### src/rtl/wb_stage.sv
// Write-back stage: takes the memory-stage payload, aligns and extends load data, and drives the
// register-file write port, the forwarding view of the occupant and the debug trace.
module wb_stage #(
   parameter int PC_W  = 32,
   parameter int RF_AW = 5
) (
   input  logic             clk,
   input  logic             resetn,
   input  logic             ms_to_ws_valid,
   output logic             ws_allowin,
   input  logic [PC_W-1:0]  ms_pc,
   input  logic [RF_AW-1:0] ms_rd,
   input  logic             ms_reg_write,
   input  logic [2:0]       ms_load_op,
   input  logic [1:0]       ms_addr_low,
   input  logic [31:0]      ms_alu_result,
   input  logic [31:0]      data_sram_rdata,
   input  logic             trace_stall,
   output logic             ws_valid,
   output logic [RF_AW-1:0] ws_rd,
   output logic             ws_reg_write,
   output logic [3:0]       ws_rf_wen,
   output logic [31:0]      ws_rf_wdata,
   output logic             rf_we,
   output logic [PC_W-1:0]  debug_wb_pc,
   output logic [3:0]       debug_wb_rf_wen,
   output logic [RF_AW-1:0] debug_wb_rf_wnum,
   output logic [31:0]      debug_wb_rf_wdata
);

   localparam logic [2:0] LD_NONE = 3'd0;
   localparam logic [2:0] LD_LB   = 3'd1;
   localparam logic [2:0] LD_LBU  = 3'd2;
   localparam logic [2:0] LD_LH   = 3'd3;
   localparam logic [2:0] LD_LHU  = 3'd4;
   localparam logic [2:0] LD_LW   = 3'd5;
   localparam logic [2:0] LD_LWL  = 3'd6;
   localparam logic [2:0] LD_LWR  = 3'd7;

   logic             ws_valid_r;
   logic             first_cycle_r;
   logic [PC_W-1:0]  pc_r;
   logic [RF_AW-1:0] rd_r;
   logic             reg_write_r;
   logic [2:0]       load_op_r;
   logic [1:0]       addr_low_r;
   logic [31:0]      alu_result_r;
   logic [31:0]      rdata_buf_r;
   logic             rdata_buf_valid_r;

   logic             ws_ready_go_s;
   logic             allowin_s;
   logic             accept_s;
   logic             retire_s;
   logic [31:0]      raw_s;
   logic [7:0]       byte_s;
   logic [15:0]      half_s;
   logic [31:0]      wdata_s;
   logic [3:0]       mask_s;
   logic             rf_we_s;

   assign ws_ready_go_s = ~trace_stall;
   assign allowin_s     = ~ws_valid_r | ws_ready_go_s;
   assign accept_s      = ms_to_ws_valid & allowin_s;
   assign retire_s      = ws_valid_r & ws_ready_go_s;

   // The SRAM only presents load data in the first WS cycle; afterwards the captured copy is used.
   assign raw_s = rdata_buf_valid_r ? rdata_buf_r : data_sram_rdata;

   // Occupancy and first-cycle tracking for the current WS instruction
   always_ff @(posedge clk or negedge resetn) begin
      if (!resetn) begin
         ws_valid_r    <= 1'b0;
         first_cycle_r <= 1'b0;
      end else if (accept_s) begin
         ws_valid_r    <= 1'b1;
         first_cycle_r <= 1'b1;
      end else begin
         ws_valid_r    <= retire_s ? 1'b0 : ws_valid_r;
         first_cycle_r <= 1'b0;
      end
   end

   // Payload capture on accept
   always_ff @(posedge clk or negedge resetn) begin
      if (!resetn) begin
         pc_r         <= {PC_W{1'b0}};
         rd_r         <= {RF_AW{1'b0}};
         reg_write_r  <= 1'b0;
         load_op_r    <= LD_NONE;
         addr_low_r   <= 2'd0;
         alu_result_r <= 32'd0;
      end else if (accept_s) begin
         pc_r         <= ms_pc;
         rd_r         <= ms_rd;
         reg_write_r  <= ms_reg_write;
         load_op_r    <= ms_load_op;
         addr_low_r   <= ms_addr_low;
         alu_result_r <= ms_alu_result;
      end
   end

   // Hold the load data of a stalled first cycle until the instruction retires
   always_ff @(posedge clk or negedge resetn) begin
      if (!resetn) begin
         rdata_buf_r       <= 32'd0;
         rdata_buf_valid_r <= 1'b0;
      end else if (retire_s) begin
         rdata_buf_valid_r <= 1'b0;
      end else if (ws_valid_r && first_cycle_r && (load_op_r != LD_NONE)) begin
         rdata_buf_r       <= data_sram_rdata;
         rdata_buf_valid_r <= 1'b1;
      end
   end

   // Byte/halfword pick, extension and lwl/lwr alignment
   always_comb begin
      byte_s  = 8'h00;
      half_s  = 16'h0000;
      wdata_s = alu_result_r;
      case (addr_low_r)
         2'd0:    byte_s = raw_s[7:0];
         2'd1:    byte_s = raw_s[15:8];
         2'd2:    byte_s = raw_s[23:16];
         2'd3:    byte_s = raw_s[31:24];
         default: byte_s = 8'h00;
      endcase
      if (addr_low_r[1]) begin
         half_s = raw_s[31:16];
      end else begin
         half_s = raw_s[15:0];
      end
      case (load_op_r)
         LD_LB:   wdata_s = {{24{byte_s[7]}}, byte_s};
         LD_LBU:  wdata_s = {24'h000000, byte_s};
         LD_LH:   wdata_s = {{16{half_s[15]}}, half_s};
         LD_LHU:  wdata_s = {16'h0000, half_s};
         LD_LW:   wdata_s = raw_s;
         LD_LWL:  wdata_s = raw_s << {~addr_low_r, 3'b000};
         LD_LWR:  wdata_s = raw_s >> {addr_low_r, 3'b000};
         default: wdata_s = alu_result_r;
      endcase
   end

   // Byte write mask: partial-word loads merge with the old register value in the RF
   always_comb begin
      mask_s = 4'b1111;
      case (load_op_r)
         LD_LWL: begin
            case (addr_low_r)
               2'd0:    mask_s = 4'b1000;
               2'd1:    mask_s = 4'b1100;
               2'd2:    mask_s = 4'b1110;
               default: mask_s = 4'b1111;
            endcase
         end
         LD_LWR: begin
            case (addr_low_r)
               2'd0:    mask_s = 4'b1111;
               2'd1:    mask_s = 4'b0111;
               2'd2:    mask_s = 4'b0011;
               default: mask_s = 4'b0001;
            endcase
         end
         default: mask_s = 4'b1111;
      endcase
   end

   assign rf_we_s = retire_s & reg_write_r & (rd_r != {RF_AW{1'b0}});

   assign ws_allowin        = allowin_s;
   assign ws_valid          = ws_valid_r;
   assign ws_rd             = rd_r;
   assign ws_reg_write      = reg_write_r;
   assign ws_rf_wen         = mask_s;
   assign ws_rf_wdata       = wdata_s;
   assign rf_we             = rf_we_s;
   assign debug_wb_pc       = pc_r;
   assign debug_wb_rf_wen   = {4{rf_we_s}} & mask_s;
   assign debug_wb_rf_wnum  = rd_r;
   assign debug_wb_rf_wdata = wdata_s;

endmodule
### config.mk
export PLATFORM = sky130hd
export DESIGN_NAME = wb_stage
export DESIGN_NICKNAME = d
export VERILOG_FILES = /design/src/rtl/wb_stage.sv
export SDC_FILE = /design/constraint.sdc
export NUM_CORES = 1
export LEC_CHECK = 0
export BUFFER_PORTS_ARGS = -buffer_cell sky130_fd_sc_hd__buf_2
export CAP_MARGIN = 10
export CORE_ASPECT_RATIO = 1.25
export CORE_MARGIN = 2
export CORE_UTILIZATION = 46
export CTS_CLUSTER_SIZE = 20
export DETAILED_ROUTE_END_ITERATION = 12
export GPL_TIMING_DRIVEN = 0
export PLACE_DENSITY = 0.79
export SKIP_LAST_GASP = 1
export SYNTH_ARGS = -nofsm -noshare
export SYNTH_HDL_FRONTEND = slang
export SYNTH_SLANG_ARGS = --single-unit
export TNS_END_PERCENT = 5
### constraint.sdc
create_clock -name clk -period 2.3 [get_ports clk]
set_input_delay 0.115 -clock clk [delete_from_list [all_inputs] [get_ports clk]]
set_output_delay 0.115 -clock clk [all_outputs]
set_load 0.01 [all_outputs]
**Word level (Yosys, flattened, before mapping)**

Index checks and enable logic that the tools add are counted.

- Eq/ne operators: 10
- Shift operators: 2
- Mux-type cells: 12
- Bitwise operators: 10
- Reduce and logical (&&, ||, !) cells: 8

Operator list:

| operator | count |
|---|---|
| $pmux W32 S7 | 1 |
| $mux W32 | 1 |
| $pmux W8 S4 | 1 |
| $shl A32 B5 Y32 | 1 |
| $shr A32 B5 Y32 | 1 |
| $mux W16 | 1 |
| $eq A3 B3 Y1 const B | 4 |
| $pmux W4 S3 | 1 |
| $pmux W3 S3 | 1 |
| $pmux W4 S2 | 1 |
| $eq A3 B2 Y1 const B | 2 |
| $mux W1 | 5 |
| $reduce_bool A5 Y1 | 1 |
| $and A1 B1 Y1 | 4 |
| $and A4 B4 Y4 | 1 |
| $eq A2 B2 Y1 const B | 2 |
| $reduce_bool A2 Y1 | 2 |
| $eq A3 B1 Y1 const B | 1 |
| $not A1 Y1 | 3 |
| $reduce_bool A3 Y1 | 1 |
| $eq A2 B1 Y1 const B | 1 |
| $logic_and A1 B1 Y1 | 2 |
| $logic_not A2 Y1 | 1 |
| $not A2 Y2 | 1 |
| other kinds (2) | 2 |

- Bits in registers: 110
- Input port bits: 111

**Logic depth before layout (Yosys ltp)**

- Word-level depth: 5
- Depth in mapped cells: 10
- Depth with buffers taken out: 5

**Least setup slack after synthesis**

No wires, ideal clock.

- Path type: flip-flop to output port
- Start: register rdata_buf_valid_r
- End: output port ws_rf_wdata[24]
- Arrival time: 2.283 ns
- Setup slack: -0.098 ns
- Cell stages (with the launch flop): 11
- Path through: dfrtp_1 > buf_6 > mux2_4 > mux4_2 > and3_4 > buf_6 > o21ba_4 > buf_6 > buf_12 > a21oi_1 > buf_4

- Word-level cells in the longest chain between the ends: 3

RTL lines:

| item | RTL line | text |
|---|---|---|
| from (decl) | 49 | `logic rdata_buf_valid_r;` |
| from (signal assigned) | 107 | `rdata_buf_valid_r <= 1'b0;` |
| from (signal assigned) | 109 | `rdata_buf_valid_r <= 1'b0;` |
| from (signal assigned) | 112 | `rdata_buf_valid_r <= 1'b1;` |
| $mux W32 (*) | 68 | `assign raw_s = rdata_buf_valid_r ? rdata_buf_r : data_sram_rdata;` |
| $shr A32 B5 Y32, or another cell as far along | 140 | `LD_LWR: wdata_s = raw_s >> {addr_low_r, 3'b000};` |
| $pmux W32 S7 (*) | 133 | `case (load_op_r)` |
| to (decl) | 23 | `output logic [31:0] ws_rf_wdata,` |

Every way passes the cells marked *; elsewhere a longest branch is shown, timed or not.

**Final worst setup path**

- Start: register rdata_buf_valid_r
- End: output port ws_rf_wdata[14]

Same word-level chain as after synthesis.

==> impl_metrics.csv <==
group,metric,value,unit
cts,clk-insertion-delay-late,0.37,ns
layout,insertedDiodeCount,0,
timing,fin_ws,-0.688,ns
cts,htree_levels,3,
synthesis,synthDistinctLibCells,51,
detailed_routing,drt_pre_antenna_iters,5,
layout,drive_gt1_frac,0.541,
timing,setup_viol_count_final,97,
layout,final-instance-count-excl-fill,1088,
place,gp_routability_congestion,0.955,
synthesis,syn-mean-instance-area,10.9,µm²
timing,final_hold_viol_count,0,
die,initial_core_util,0.469,
layout,areaGrowthSynthToFinish,45.7,%
timing,timing_max_transition_violations_final,0,
synthesis,post-synth-top-area-fraction,0.425,
detailed_routing,wl_per_cell,21.3,µm
place,dp_slack,-0.901,ns
detailed_routing,vias_per_cell,5.80,
timing,max_freq,335,MHz
timing,finalWorstPathRequiredPeriod,2.99,ns
critical_path,critPathArrivalTime,2.87,ns
min_path,worstHoldPathCells,2,
global_routing,first_global_vias,6458,
place,post-place-cells,997,
die,die_span_y,137,µm
timing,setup_tns,-36.42,ns
global_routing,global_route.usage.total,0.307,
synthesis,yosys_most_used_dff,"sky130_fd_sc_hd__dfrtp_1",
place,portBuffers,228,
layout,final_nets,1019,
power_and_ir_drop,finalPower,0.00778,W
global_routing,antenna_found_initial,0,
cts,tritoncts,"built",
timing,final.period_utilization,1.30,
global_routing,grt.met2_usage,0.529,
timing,final.setup_skew,0.00829,ns
synthesis,synthMostInstantiatedCell,"sky130_fd_sc_hd__mux2_2",
synthesis,synth_top_area_cell,"sky130_fd_sc_hd__dfrtp_1",
critical_path,reg2reg_depth,6,
cts,cts_buffer_depth,2,
power_and_ir_drop,power_density,823,nW/µm²
min_path,hold_path.startpoint,"data_sram_rdata[25]",
timing,worstMarginPinSlew,0.925,ns
synthesis,synth_fp_nets,704,
global_routing,total_gr_overflow,0,
cts,cts_made_buffers,9,
run_status,status,"complete, but fails checks",
synthesis,synth_top_cells_by_area,"sky130_fd_sc_hd__dfrtp_1 (42%), sky130_fd_sc_hd__mux2_2 (22%), sky130_fd_sc_hd__buf_4 (4.3%)",
timing,slew_headroom,0.383,
critical_path,crit_required,2.18,ns
critical_path,regToRegStartpoint,"ws_valid$_DFFE_PN0P_",
die,dieArea,15100,µm²
power_and_ir_drop,leakagePower,4.19,nW
run_status,violations,"setup timing",
critical_path,critical_path_maximum_fanout,7,
critical_path,critPathCaptureType,"output pin",
detailed_routing,drt_iter0_markers,438,
synthesis,synth.top_cells.by_count,"sky130_fd_sc_hd__mux2_2 (128), sky130_fd_sc_hd__dfrtp_1 (110), sky130_fd_sc_hd__nor2_1 (49)",
critical_path,timing.rr.end,"alu_result_r[28]$_DFFE_PN0P_",
synthesis,synth.yosys.seq_area_share,0.425,
synthesis,synth_warnings,0,
die,placement_rows,48,
cts,clock-sinks,110,
synthesis,synth.ff_latch_count,110,
global_routing,global_route_wire_length_before_repair,34700,µm
detailed_routing,post-route-drc-count,0,
cts,clk_pin_slew,0.07,ns
die,fp.coreArea,13800,µm²
power_and_ir_drop,vdd_ir_drop_max,510,µV
job,timing.max_cap.violations,0,
cts,clockRootBuffer,"sky130_fd_sc_hd__clkbuf_16",
die,floorplan.die.width,110,µm
min_path,holdPathEnd,"rdata_buf_r[25]$_DFFE_PN0P_",
min_path,min-delay-path-class,"in2reg",
timing,rsz0062_at_grt,"yes",
critical_path,startpoint_type,"flop",
synthesis,synth_enable_flop_cells,0,
global_routing,grtUsageMet3,0.0571,
detailed_routing,postRouteWirelength,23200,µm
die,io_pins,229,
synthesis,synthArstFlopShare,1.00,
place,place_hpwl,16100,µm
detailed_routing,via_count,6315,
synthesis,netlist_instances,593,
layout,final_util,0.684,
critical_path,worst-setup-path-type,"reg2out",
synthesis,netlist_area,6480,µm²
detailed_routing,drtAntennaViolNets,0,
critical_path,crit_start,"rdata_buf_valid_r$_DFFE_PN0P_",
global_routing,pin_count_of_the_biggest_net_entering_global_routing,71,
global_routing,gr_busiest_metal,"met2",
global_routing,use_met1,0.360,
critical_path,worst_r2r_setup_slack,-0.14,ns
[worst max path at each step]
stage / to / slack, ns / cells after the start
floorplan: ws_rf_wdata[17] / -0.08 / 10
global placement: ws_rf_wdata[17] / -0.96 / 10
global route: ws_rf_wdata[18] / -0.73 / 9
finish: ws_rf_wdata[14] / -0.69 / 8
detailed placement: ws_rf_wdata[21] / -0.90 / 10
CTS: ws_rf_wdata[21] / -0.63 / 9
[worst max-delay path: stages (launching register included)]
cell and delay, ns:
sky130_fd_sc_hd__dfrtp_1 0.37, sky130_fd_sc_hd__buf_6 0.14, sky130_fd_sc_hd__mux2_4 0.32, sky130_fd_sc_hd__mux4_2 0.56, sky130_fd_sc_hd__and3_2 0.30, sky130_fd_sc_hd__a221oi_1 0.26, sky130_fd_sc_hd__a31oi_1 0.21, sky130_fd_sc_hd__buf_4 0.22
sky130_fd_sc_hd__buf_2 0.13
[cells in the final DEF (no fill, tap or decap), types with 7 or more instances in the layout]
master                          Yosys  final
sky130_fd_sc_hd__a211oi_1          16     11
sky130_fd_sc_hd__a21oi_1           20     10
sky130_fd_sc_hd__a21oi_2            2     11
sky130_fd_sc_hd__a221oi_1          18     10
sky130_fd_sc_hd__a221oi_2           0      8
sky130_fd_sc_hd__a31oi_1           17     10
sky130_fd_sc_hd__a31oi_4            1      7
sky130_fd_sc_hd__buf_2              6    218
sky130_fd_sc_hd__buf_4             37     38
sky130_fd_sc_hd__buf_6              3     21
sky130_fd_sc_hd__clkbuf_1          38     23
sky130_fd_sc_hd__clkbuf_16          0      9
sky130_fd_sc_hd__dfrtp_1          110    108
sky130_fd_sc_hd__dlygate4sd3_1      0     76
sky130_fd_sc_hd__inv_1              7      7
sky130_fd_sc_hd__mux2_2           128    125
sky130_fd_sc_hd__mux2i_1           26     14
sky130_fd_sc_hd__nand2_1           12     11
sky130_fd_sc_hd__nor2_1            49     49
sky130_fd_sc_hd__o21ai_0           15     13
sky130_fd_sc_hd__o221ai_1           8      8
sky130_fd_sc_hd__o22ai_1           19     19
[through the flow]
step / hold slack, ns / area [µm²]
after floorplan: -0.181 / 6510
after global placement: 0.314 / 7870
final: 0.00664 / 9450
after global routing: 0.00831 / 9450
after detailed placement: 0.142 / 7900
after CTS: 0.000683 / 9250
[cell type report]
type                       count  area (µm²)
multi-input combinational    389        3540
buffer                        78         532
tap                          175         219
inverter                       8        30.0
fill                        1010        4370
clock buffer                   9         225
timing repair buffer         312        2080
clock inverter                 7        65.1
sequential                   110        2760
[layer usage]
metal | part of all wire | wire, µm | vias up
li1 | - | - | 2821
met1 | 0.37 | 8570 | 3110
met2 | 0.52 | 12100 | 303
met3 | 0.061 | 1410 | 81
met4 | 0.049 | 1140 | 0
met5 | 0 | 0 | -
[flip-flops by register name, indices dropped and copies added (netlist names), 2 cells and up]
signal,flops
addr_low_r,2
alu_result_r,32
rdata_buf_r,32
load_op_r,3
debug_wb_rf_wnum,5
debug_wb_pc,32
[cell families (layout without fill, tap and decap cells)]
family          after synthesis  after routing  share of synthesized area
xor+xnor                      1              1                    0.00135
compound gates              138            138                      0.153
simple gates                 92             93                     0.0676
flops                       110            110                      0.425
fa+ha+maj                     1              1                    0.00154
mux                         156            156                      0.268
buf+inv                      95            414                     0.0836
[power by group]
part	switching (W)	internal [W]	leakage [nW]
Clock	0.000787	0.000761	0.140
Sequential	0.000270	0.00230	1.29
Combinational	0.00184	0.00181	2.76
Total	0.00290	0.00488	4.19
[repair_timing]
| item | CTS | global route |
|---|---|---|
| cloned | 2 | 0 |
| endpoints found under the hold margin | 115 | 0 |
| hold buffers | 76 | 0 |
| gates resized for setup | 54 | 52 |
| buffers inserted | 7 | 0 |
| pin swaps | 6 | 11 |
| setup endpoints to repair | 98 | 105 |
Note: power is estimated with default switching activity, not from simulation.
